==> src/rtl/cpu_pkg.sv <==
// Core-wide constants shared by fetch, decode and the control unit.
// Holds instruction width, the canonical NOP, opcode encodings and the fetch FSM states.
package cpu_pkg;

  localparam int INSTR_WIDTH = 32;
  localparam logic [INSTR_WIDTH-1:0] NOP_INSTR = 32'h0000_0013;

  localparam logic [6:0] OPC_LOAD   = 7'b0000011;
  localparam logic [6:0] OPC_OP_IMM = 7'b0010011;
  localparam logic [6:0] OPC_AUIPC  = 7'b0010111;
  localparam logic [6:0] OPC_STORE  = 7'b0100011;
  localparam logic [6:0] OPC_OP     = 7'b0110011;
  localparam logic [6:0] OPC_LUI    = 7'b0110111;
  localparam logic [6:0] OPC_BRANCH = 7'b1100011;
  localparam logic [6:0] OPC_JALR   = 7'b1100111;
  localparam logic [6:0] OPC_JAL    = 7'b1101111;
  localparam logic [6:0] OPC_SYSTEM = 7'b1110011;

  typedef enum logic {
    ST_BOOT = 1'b0,
    ST_RUN  = 1'b1
  } fetch_state_e;

  function automatic logic [6:0] opcode_of(input logic [INSTR_WIDTH-1:0] instr);
    return instr[6:0];
  endfunction

endpackage

==> src/rtl/fetch_buffer.sv <==
// Synchronous FIFO of {pc, instr} with flush and occupancy count.
// Latency: a push is visible at the head the cycle after; no bypass.
// Backpressure: none internally; the producer must never push while full.
module fetch_buffer #(
  parameter int DEPTH  = 2,
  parameter int DATA_W = 96
) (
  input  logic                      clk,
  input  logic                      arst_n,
  input  logic                      push,
  input  logic [DATA_W-1:0]         push_dat,
  input  logic                      pop,
  input  logic                      flush,
  output logic [DATA_W-1:0]         head_dat,
  output logic [$clog2(DEPTH):0]    count,
  output logic                      empty
);

  localparam int AW = $clog2(DEPTH);
  localparam int CNT_W = AW + 1;
  localparam logic [CNT_W-1:0] FULL_CNT = CNT_W'(DEPTH);

  logic [DATA_W-1:0] mem [DEPTH];
  logic [AW-1:0]     wr_ptr;
  logic [AW-1:0]     rd_ptr;
  logic              do_pop;

  assign empty    = (count == '0);
  assign do_pop   = pop && !empty;
  assign head_dat = mem[rd_ptr];

  always_ff @(posedge clk or negedge arst_n) begin
    if (!arst_n) begin
      wr_ptr <= '0;
      rd_ptr <= '0;
      count  <= '0;
    end else if (flush) begin
      wr_ptr <= '0;
      rd_ptr <= '0;
      count  <= '0;
    end else begin
      if (push)   wr_ptr <= wr_ptr + AW'(1);
      if (do_pop) rd_ptr <= rd_ptr + AW'(1);
      unique case ({push, do_pop})
        2'b10:   count <= count + CNT_W'(1);
        2'b01:   count <= count - CNT_W'(1);
        default: count <= count;
      endcase
    end
  end

  always_ff @(posedge clk) begin
    if (push && !flush) mem[wr_ptr] <= push_dat;
  end

  // Credit accounting upstream guarantees a slot for every response.
  assert property (@(posedge clk) disable iff (!arst_n) !(push && count == FULL_CNT));

endmodule

==> src/rtl/fetch_stage.sv <==
// Instruction fetch: owns the PC, issues in-order imem reads, buffers and presents instructions to decode.
// Latency: first request 2 cycles after reset release; a response is visible to decode one cycle later.
// Backpressure: requests are credit-limited by in-flight plus buffered; decode stall holds the buffer head.
module fetch_stage
  import cpu_pkg::*;
#(
  parameter int                  PC_WIDTH        = 64,
  parameter logic [PC_WIDTH-1:0] RESET_PC        = '0,
  parameter int                  MAX_OUTSTANDING = 2
) (
  input  logic                   clk,
  input  logic                   arst_n,
  output logic                   imem_req_valid,
  input  logic                   imem_req_ready,
  output logic [PC_WIDTH-1:0]    imem_req_addr,
  input  logic                   imem_rsp_valid,
  input  logic [INSTR_WIDTH-1:0] imem_rsp_data,
  input  logic                   redirect_valid,
  input  logic [PC_WIDTH-1:0]    redirect_pc,
  output logic                   if_id_valid,
  input  logic                   if_id_ready,
  output logic [INSTR_WIDTH-1:0] if_id_instr,
  output logic [PC_WIDTH-1:0]    if_id_pc,
  output logic [6:0]             if_id_opcode
);

  localparam int CW = $clog2(MAX_OUTSTANDING) + 1;
  localparam logic [CW:0] CREDITS = (CW + 1)'(MAX_OUTSTANDING);
  localparam logic [PC_WIDTH-1:0] ALIGN_MASK = ~PC_WIDTH'(3);

  fetch_state_e state_q, state_d;
  logic         boot_q;
  logic         run;

  logic [PC_WIDTH-1:0] pc_q, rsp_pc_q, redirect_tgt;
  logic [CW-1:0]       outstanding_q, outstanding_d, kill_cnt_q, occupancy;
  logic                req_hs, push, pop, buf_empty;
  logic [PC_WIDTH+INSTR_WIDTH-1:0] head_dat;

  // boot_q keeps BOOT alive for one full cycle after the first edge that sees reset released.
  always_ff @(posedge clk or negedge arst_n) begin
    if (!arst_n) begin
      state_q <= ST_BOOT;
      boot_q  <= 1'b0;
    end else begin
      state_q <= state_d;
      boot_q  <= 1'b1;
    end
  end

  always_comb begin
    state_d = state_q;
    unique case (state_q)
      ST_BOOT: if (boot_q) state_d = ST_RUN;
      ST_RUN:  state_d = ST_RUN;
      default: state_d = ST_BOOT;
    endcase
  end

  always_comb begin
    run = (state_q == ST_RUN);
  end

  assign redirect_tgt   = redirect_pc & ALIGN_MASK;
  assign imem_req_valid = run && (({1'b0, outstanding_q} + {1'b0, occupancy}) < CREDITS);
  assign imem_req_addr  = pc_q;
  assign req_hs         = imem_req_valid && imem_req_ready;
  assign push           = imem_rsp_valid && (kill_cnt_q == '0) && !redirect_valid;
  assign pop            = if_id_valid && if_id_ready;
  assign outstanding_d  = outstanding_q + CW'(req_hs) - CW'(imem_rsp_valid);

  always_ff @(posedge clk or negedge arst_n) begin
    if (!arst_n) begin
      pc_q          <= RESET_PC;
      rsp_pc_q      <= RESET_PC;
      outstanding_q <= '0;
      kill_cnt_q    <= '0;
    end else begin
      outstanding_q <= outstanding_d;
      if (redirect_valid) begin
        // Everything still in flight after this cycle belongs to the old path.
        kill_cnt_q <= outstanding_d;
        pc_q       <= redirect_tgt;
        rsp_pc_q   <= redirect_tgt;
      end else begin
        if (req_hs) pc_q <= pc_q + PC_WIDTH'(4);
        if (imem_rsp_valid) begin
          if (kill_cnt_q != '0) kill_cnt_q <= kill_cnt_q - CW'(1);
          else                  rsp_pc_q   <= rsp_pc_q + PC_WIDTH'(4);
        end
      end
    end
  end

  fetch_buffer #(
    .DEPTH  (MAX_OUTSTANDING),
    .DATA_W (PC_WIDTH + INSTR_WIDTH)
  ) u_fetch_buffer (
    .clk      (clk),
    .arst_n   (arst_n),
    .push     (push),
    .push_dat ({rsp_pc_q, imem_rsp_data}),
    .pop      (pop),
    .flush    (redirect_valid),
    .head_dat (head_dat),
    .count    (occupancy),
    .empty    (buf_empty)
  );

  assign if_id_valid  = !buf_empty;
  assign if_id_instr  = buf_empty ? NOP_INSTR : head_dat[INSTR_WIDTH-1:0];
  assign if_id_pc     = buf_empty ? rsp_pc_q : head_dat[PC_WIDTH+INSTR_WIDTH-1:INSTR_WIDTH];
  assign if_id_opcode = opcode_of(if_id_instr);

endmodule

==> config.mk <==
export PLATFORM = sky130hd
export DESIGN_NAME = fetch_stage
export DESIGN_NICKNAME = d
export VERILOG_FILES = /design/src/rtl/cpu_pkg.sv /design/src/rtl/fetch_buffer.sv /design/src/rtl/fetch_stage.sv
export SDC_FILE = /design/constraint.sdc
export NUM_CORES = 1
export LEC_CHECK = 0
export BUFFER_PORTS_ARGS = -buffer_cell sky130_fd_sc_hd__buf_2
export CAP_MARGIN = 10
export CORE_MARGIN = 1.5
export CORE_UTILIZATION = 61
export CTS_CLUSTER_DIAMETER = 100
export DETAILED_ROUTE_END_ITERATION = 10
export GPL_ROUTABILITY_DRIVEN = 0
export PLACE_DENSITY = 0.95
export SLEW_MARGIN = 20
export SYNTH_ARGS = -nofsm -noshare
export SYNTH_HDL_FRONTEND = slang
export SYNTH_SLANG_ARGS = --single-unit
==> constraint.sdc <==
create_clock -name clk -period 15.15 [get_ports clk]
set_clock_uncertainty 0.1 [all_clocks]
set_input_delay 2.2725 -clock clk [delete_from_list [all_inputs] [get_ports clk]]
set_output_delay 2.2725 -clock clk [all_outputs]
set_load 0.01 [all_outputs]
==> results of run 1 <==
registers in the layout, summed over array words and instances, names as in the netlist:
name                   cells
u_fetch_buffer.rd_ptr      1
kill_cnt_q                 2
outstanding_q              2
u_fetch_buffer.wr_ptr      1
imem_req_addr             62
u_fetch_buffer.mem       188
boot_q                     1
run                        1
rsp_pc_q                  62
u_fetch_buffer.count       2
per-layer routing:
layer	vias up	global-route usage (%)	share of wire, %
li1	5557	-	-
met1	5976	43.9	38
met2	988	50.4	47
met3	178	5.10	11
met4	0	12.3	4.3
met5	-	0	0
Yosys cell counts, drive strengths merged, types with 5 or more instances:
cell type / count / area share, %
edfxtp: 188 / 36
dfrtp: 134 / 21
nand2: 133 / 3.2
nor2: 109 / 2.6
mux2i: 104 / 6.7
o21ai: 77 / 2.5
nand4: 75 / 3.3
clkbuf: 47 / 1.1
nand3: 44 / 1.4
nor4: 44 / 2.2
xnor2: 43 / 2.4
mux2: 41 / 3.0
xor2: 33 / 1.8
nor3: 28 / 0.93
buf: 27 / 0.99
inv: 26 / 0.62
a21oi: 22 / 0.70
nand2b: 20 / 0.80
and3: 18 / 0.72
a211oi: 15 / 0.72
a21boi: 15 / 0.72
a31oi: 14 / 0.56
and4: 14 / 0.78
and2: 10 / 0.40
o31a: 9 / 0.50
or2: 9 / 0.36
or3: 9 / 0.36
nor3b: 7 / 0.34
o31ai: 7 / 0.34
or4: 6 / 0.29
ha: 5 / 0.40
critical path, delay by kind of cell (launching register included):
kind                   cells  cell delay [ns]
flip-flops                 1             0.48
AND/OR/NAND/NOR            1             0.82
buffers and inverters      2             1.06
AO/OA/AOI/OAI              1             0.39
logic make-up (layout without fill, tap and decap cells):
logic type,count (synthesis),after routing
DFF,322,322
other,2,8
and+or+nand+nor,536,536
AOI/OAI and AO/OA,176,176
muxes,145,145
buffers and inverters,100,363
xor gates and xnor gates,76,76
adders and majority gates,6,6
layout make-up:
type | count | area share, %
diodes | 3 | 0.0410
clock buffers | 45 | 5.33
clock inverters | 17 | 0.915
inverters | 26 | 0.540
multi-input cells | 944 | 34.1
flip-flops and latches | 322 | 49.1
well taps | 330 | 2.25
repair buffers | 275 | 7.68
per-stage QoR:
| step | worst slack (ns) | std cells | cell area, um^2 |
|---|---|---|---|
| 2_1_floorplan | 4.44 | 1366 | 15700 |
| 3_3_place_gp | 9.58 | 1897 | 17200 |
| 3_5_place_dp | 9.49 | 1897 | 17200 |
| 4_1_cts | 9.43 | 1959 | 18300 |
| 5_1_grt | 9.17 | 1961 | 18300 |
| 6_report | 9.41 | 1962 | 18300 |
path summary, 6_finish.rpt:
check / to / slack (ns) / start
worst max-delay path: if_id_pc[37] / 9.41 / u_fetch_buffer.count[0]$_DFFE_PN0P_
worst min-delay path: run$_DFF_PN0_ / 0.33 / boot_q$_DFF_PN0_
worst max register to register: imem_req_addr[54]$_DFFE_PN0P_ / 11.37 / u_fetch_buffer.count[0]$_DFFE_PN0P_
worst min register to register: run$_DFF_PN0_ / 0.33 / boot_q$_DFF_PN0_
max in group asynchronous: imem_req_addr[58]$_DFFE_PN0P_ / 11.71 / arst_n
min in group asynchronous: imem_req_addr[11]$_DFFE_PN0P_ / 1.76 / arst_n
power groups by stage:
stage,sequential (W),combinational (W),clock (W)
2_1_floorplan,0.00112,0.000360,0
3_3_place_gp,0.00113,0.000531,0
3_5_place_dp,0.00114,0.000552,0
4_1_cts,0.00113,0.000561,0.000857
5_1_grt,0.00114,0.000616,0.000891
6_report,0.00114,0.000563,0.000850
==> flow_summary.ini, run 1 <==
[logic_synthesis]
synthAdderAreaFrac_pct = 0.528
muxShareOfSynthArea_pct = 9.63
yosys.area_share.simple_pct = 18.2
ys_seq_area_share_pct = 57.5
syn_inst = 1363
synth_top_family_by_area = simple AND/OR/NAND/NOR gates
synth_area_mm2 = 0.0156
netlist-cell-type-count = 63
async_flop_share_pct = 41.6
synth_edf_count = 188
synth-seq-cells = 322
synth_xor_xnor_area_share_pct = 4.25
yosys_warnings = 0
synth_compound_area_share_pct = 7.08
synth_flop_cell = edfxtp_1
avgSynthCellArea_um2 = 11.5

[die]
initial_utilization_pct = 62.1
fp.dieW_um = 163
io_pins = 271
fp.dieH_um = 163
core_mm2 = 0.0252
rows = 58
dieArea_mm2 = 0.0266

[timing]
period_minus_slack_ns = 5.74
tightest_slew_ns = 1.11
holdWs_ns = 0.332
hold_viol = 0
tns_ns = 0
setup_violations = 0
clock.fmax_ghz = 0.174
slew_viol_final = 0
rsz0062_at_grt = false
relSlewSlack_pct = 26.1
fin_crit_sh_pct = 37.9

[routing]
antenna_left = 0
drtPass1Iterations = 6
vias_per_cell = 6.47
wl_per_cell_um = 21.6
num_vias = 12700
totalWireLength_um = 42400
drt_iter0_markers = 1830
drc = 0

[layout]
nFillCells = 1567
multi_input_area_mm2 = 0.00625
drive_above_1_share_pct = 24.2
final_common_cell = buf_2
utilization_pct = 72.8
seqCellArea_mm2 = 0.00900
area_growth_pct = 17.1
num-nets-final = 1711
final_cell_mix = buf_2, edfxtp_1, nand2_1, dfrtp_1, nor2_1

[grt]
grt_pass1_wl_um = 65500
grt_pass1_vias = 11900
grt_max_degree = 106
antenna_found_initial = 2
grt_overflow = 0
track_usage_pct = 31.7

[cts]
cts.sinks = 322
post_cts_resized = 0
clockBufferDepth = 3
insertion_delay_ns = 0.51
cts_hold_repair.buffers = 0
cts_setup_buffers = 0
tritoncts = built
cts_buffers = 34
clk_pin_slew_worst_paths_ns = 0.07
cts.htree.levels = 2
root_buffer = clkbuf_16

[critical_path]
critPathMaxStageDelay_ns = 0.82
slowest_stage = nor2_4
r2r_cells = 8
worstPathCellList = nor2_4 -> buf_4 -> o21ai_0 -> buf_2
cp-end-kind = output port
crit_arrival_ns = 3.37
cp.required_ns = 12.78
critPathKind = reg2out
start_kind = register
crit_fanout = 105

[power]
p_switching_w = 0.000794
p_total_w = 0.00255
clkPwrFrac_pct = 33.3
ir_worst_vdd_uv = 76.1
p_int_w = 0.00175
pwr-share-seq_pct = 44.6
power_density_mw_per_mm2 = 139
pwr-share-comb_pct = 22.1
switching_share_pct = 31.1
p_leak_nw = 7.09

[place]
hpwl_um = 27400
io_buffer_count = 264

[hold_path]
hold-path-cell-count = 1
hp-class = reg2reg

[job]
timing.max_cap.violations = 0

[run_status]
outcome = finished clean
(Power assumes the default switching activity.)
==> inputs of run 2 (changes only) <==
--- a/config.mk
+++ b/config.mk
@@ -8,11 +8,11 @@
 export BUFFER_PORTS_ARGS = -buffer_cell sky130_fd_sc_hd__buf_2
 export CAP_MARGIN = 10
 export CORE_MARGIN = 1.5
-export CORE_UTILIZATION = 61
+export CORE_UTILIZATION = 51
 export CTS_CLUSTER_DIAMETER = 100
 export DETAILED_ROUTE_END_ITERATION = 10
 export GPL_ROUTABILITY_DRIVEN = 0
-export PLACE_DENSITY = 0.95
+export PLACE_DENSITY = 0.89
 export SLEW_MARGIN = 20
 export SYNTH_ARGS = -nofsm -noshare
 export SYNTH_HDL_FRONTEND = slang
==> constraint.sdc (replaced) <==
create_clock -name clk -period 4.75 [get_ports clk]
set_clock_uncertainty 0.1 [all_clocks]
set_input_delay 0.7125 -clock clk [delete_from_list [all_inputs] [get_ports clk]]
set_output_delay 0.7125 -clock clk [all_outputs]
set_load 0.01 [all_outputs]
==> run 2 against run 1 <==
Against the previous run:
- core utilization is 11 points lower
- register-to-register slack got worse by 10 ns
- critical path depth is 1 higher
- final cell count up 3.5%
- hold slack worse by 0.083 ns
- wire length shrank 0.85%
- global-route usage decreased by 5.5 points
- sequential share of layout area fell by 0.34 points
- non-clock buffer count is 6 higher
- via count fell by 2.0%
- critical endpoint is now if_id_pc[41]
- largest power group unchanged
==> flow_summary.ini, run 2 (synthesis results as in run 1) <==
[timing]
hold_viol = 0
period_minus_slack_ns = 3.55
relSlewSlack_pct = 37.8
rsz0062_at_grt = false
tightest_slew_ns = 0.933
fin_crit_sh_pct = 74.7
timing.final.ws_setup_ns = 1.20
slew_viol_final = 0
clock.fmax_ghz = 0.282
setup_violations = 0
tns_ns = 0

[layout]
area_growth_pct = 17.9
num-nets-final = 1718
largest_reg_flops = 188
fin_area_mm2 = 0.0184
regMostFlops = u_fetch_buffer.mem
final_common_cell = buf_2
instances_no_fill = 2030
final_cell_mix = buf_2, edfxtp_1, nand2_1, dfrtp_1, nor2_1
nFillCells = 2264
drive_above_1_share_pct = 24.5

[place]
place_ws_ns = 1.42
hpwl_um = 28600
io_buffer_count = 264
placed_cell_area_mm2 = 0.0173
dp_cells = 1963

[power]
p_leak_nw = 7.12
power_density_mw_per_mm2 = 436
ir_worst_vdd_uv = 224

[grt]
antenna_found_initial = 2
grt_pass1_wl_um = 64400
track_usage_pct = 26.2
grt_overflow = 0
grt_max_degree = 95
grt_pass1_vias = 12000

[die]
initial_utilization_pct = 52.2
dieArea_mm2 = 0.0317
fp.dieH_um = 178
fp.dieW_um = 178
io_pins = 271
core_mm2 = 0.0300
rows = 63

[critical_path]
slowest_stage = nor2_4
cp-end-kind = output port
start_kind = register
crit_arrival_ns = 2.73
critPathTopFamily = simple AND/OR/NAND/NOR gates
cp.required_ns = 3.94
crit_buf_inv = 2
crit_fanout = 47
worstPathCellList = nor2_4 -> buf_4 -> nand2_1 -> o21ai_0 -> buf_2
critPathMaxStageDelay_ns = 0.67
critPathKind = reg2out

[cts]
cts.htree.levels = 2
insertion_delay_ns = 0.53
clk_pin_slew_worst_paths_ns = 0.06
cts_buffers = 35
root_buffer = clkbuf_16
post_cts_resized = 0
tritoncts = built
cts_hold_repair.buffers = 0
cts_setup_buffers = 0
clockBufferDepth = 3
cts.sinks = 322

[routing]
vias_per_cell = 6.13
wl_per_cell_um = 20.7
totalWireLength_um = 42000
drtPass1Iterations = 6
antenna_left = 0
drc = 0
drt_iter0_markers = 1206
num_vias = 12500

[job]
timing.max_cap.violations = 0

[run_status]
outcome = finished clean

[hold_path]
hp-class = in2async
==> run 2: cell count changes in the layout (fill, tap and decap cells not counted), moves of 2 or more <==
cell,delta
buf_12,+3
buf_4,+3
bufinv_16,-2
clkbuf_1,+2
clkinv_4,-2
inv_6,+2
==> run 2: path summary, 6_finish.rpt <==
kind | cells after the start | end | slack (ns) | startpoint
min reg2reg | 1 | run$_DFF_PN0_ | 0.34 | boot_q$_DFF_PN0_
min in group clk | 1 | u_fetch_buffer.mem[1][4]$_DFFE_PP_ | 0.27 | imem_rsp_data[4]
max | 5 | if_id_pc[41] | 1.20 | u_fetch_buffer.count[0]$_DFFE_PN0P_
max reg2reg | 8 | imem_req_addr[56]$_DFFE_PN0P_ | 1.36 | u_fetch_buffer.count[0]$_DFFE_PN0P_
max in group asynchronous | 2 | rsp_pc_q[53]$_DFFE_PN0P_ | 3.29 | arst_n
min | 1 | imem_req_addr[11]$_DFFE_PN0P_ | 0.25 | arst_n
==> run 2: report_power, final <==
group	switching [W]	internal [W]	total (W)
logic	0.00111	0.000720	0.00183
clock network	0.00112	0.00150	0.00262
registers	0.000320	0.00327	0.00359
total	0.00255	0.00550	0.00805
==> run 2: final cells by class <==
class | count | area (um^2) | area share (%)
Sequential cell | 322 | 9000 | 48.8
Clock inverter | 17 | 129 | 0.699
Tap cell | 390 | 488 | 2.64
Clock buffer | 47 | 972 | 5.27
Inverter | 26 | 100 | 0.543
Antenna cell | 3 | 7.51 | 0.0407
Timing Repair Buffer | 281 | 1490 | 8.07
Multi-Input combinational cell | 944 | 6260 | 33.9
==> run 2: stage by stage <==
step	hold slack [ns]	util [%]	total power [W]
2_1_floorplan	0.310	-	0.00470
3_3_place_gp	0.314	57.9	0.00536
3_5_place_dp	0.330	57.9	0.00545
4_1_cts	0.244	61.6	0.00808
5_1_grt	0.254	61.6	0.00841
6_report	0.249	61.6	0.00805
==> run 2: routing by layer <==
metal / GRT usage [%] / vias to the layer above / share of wire [%]
li1: - / 5546 / -
met1: 35.7 / 6022 / 41
met2: 40.5 / 749 / 46
met3: 4.26 / 134 / 8.4
met4: 13.5 / 0 / 4.5
met5: 0 / - / 0
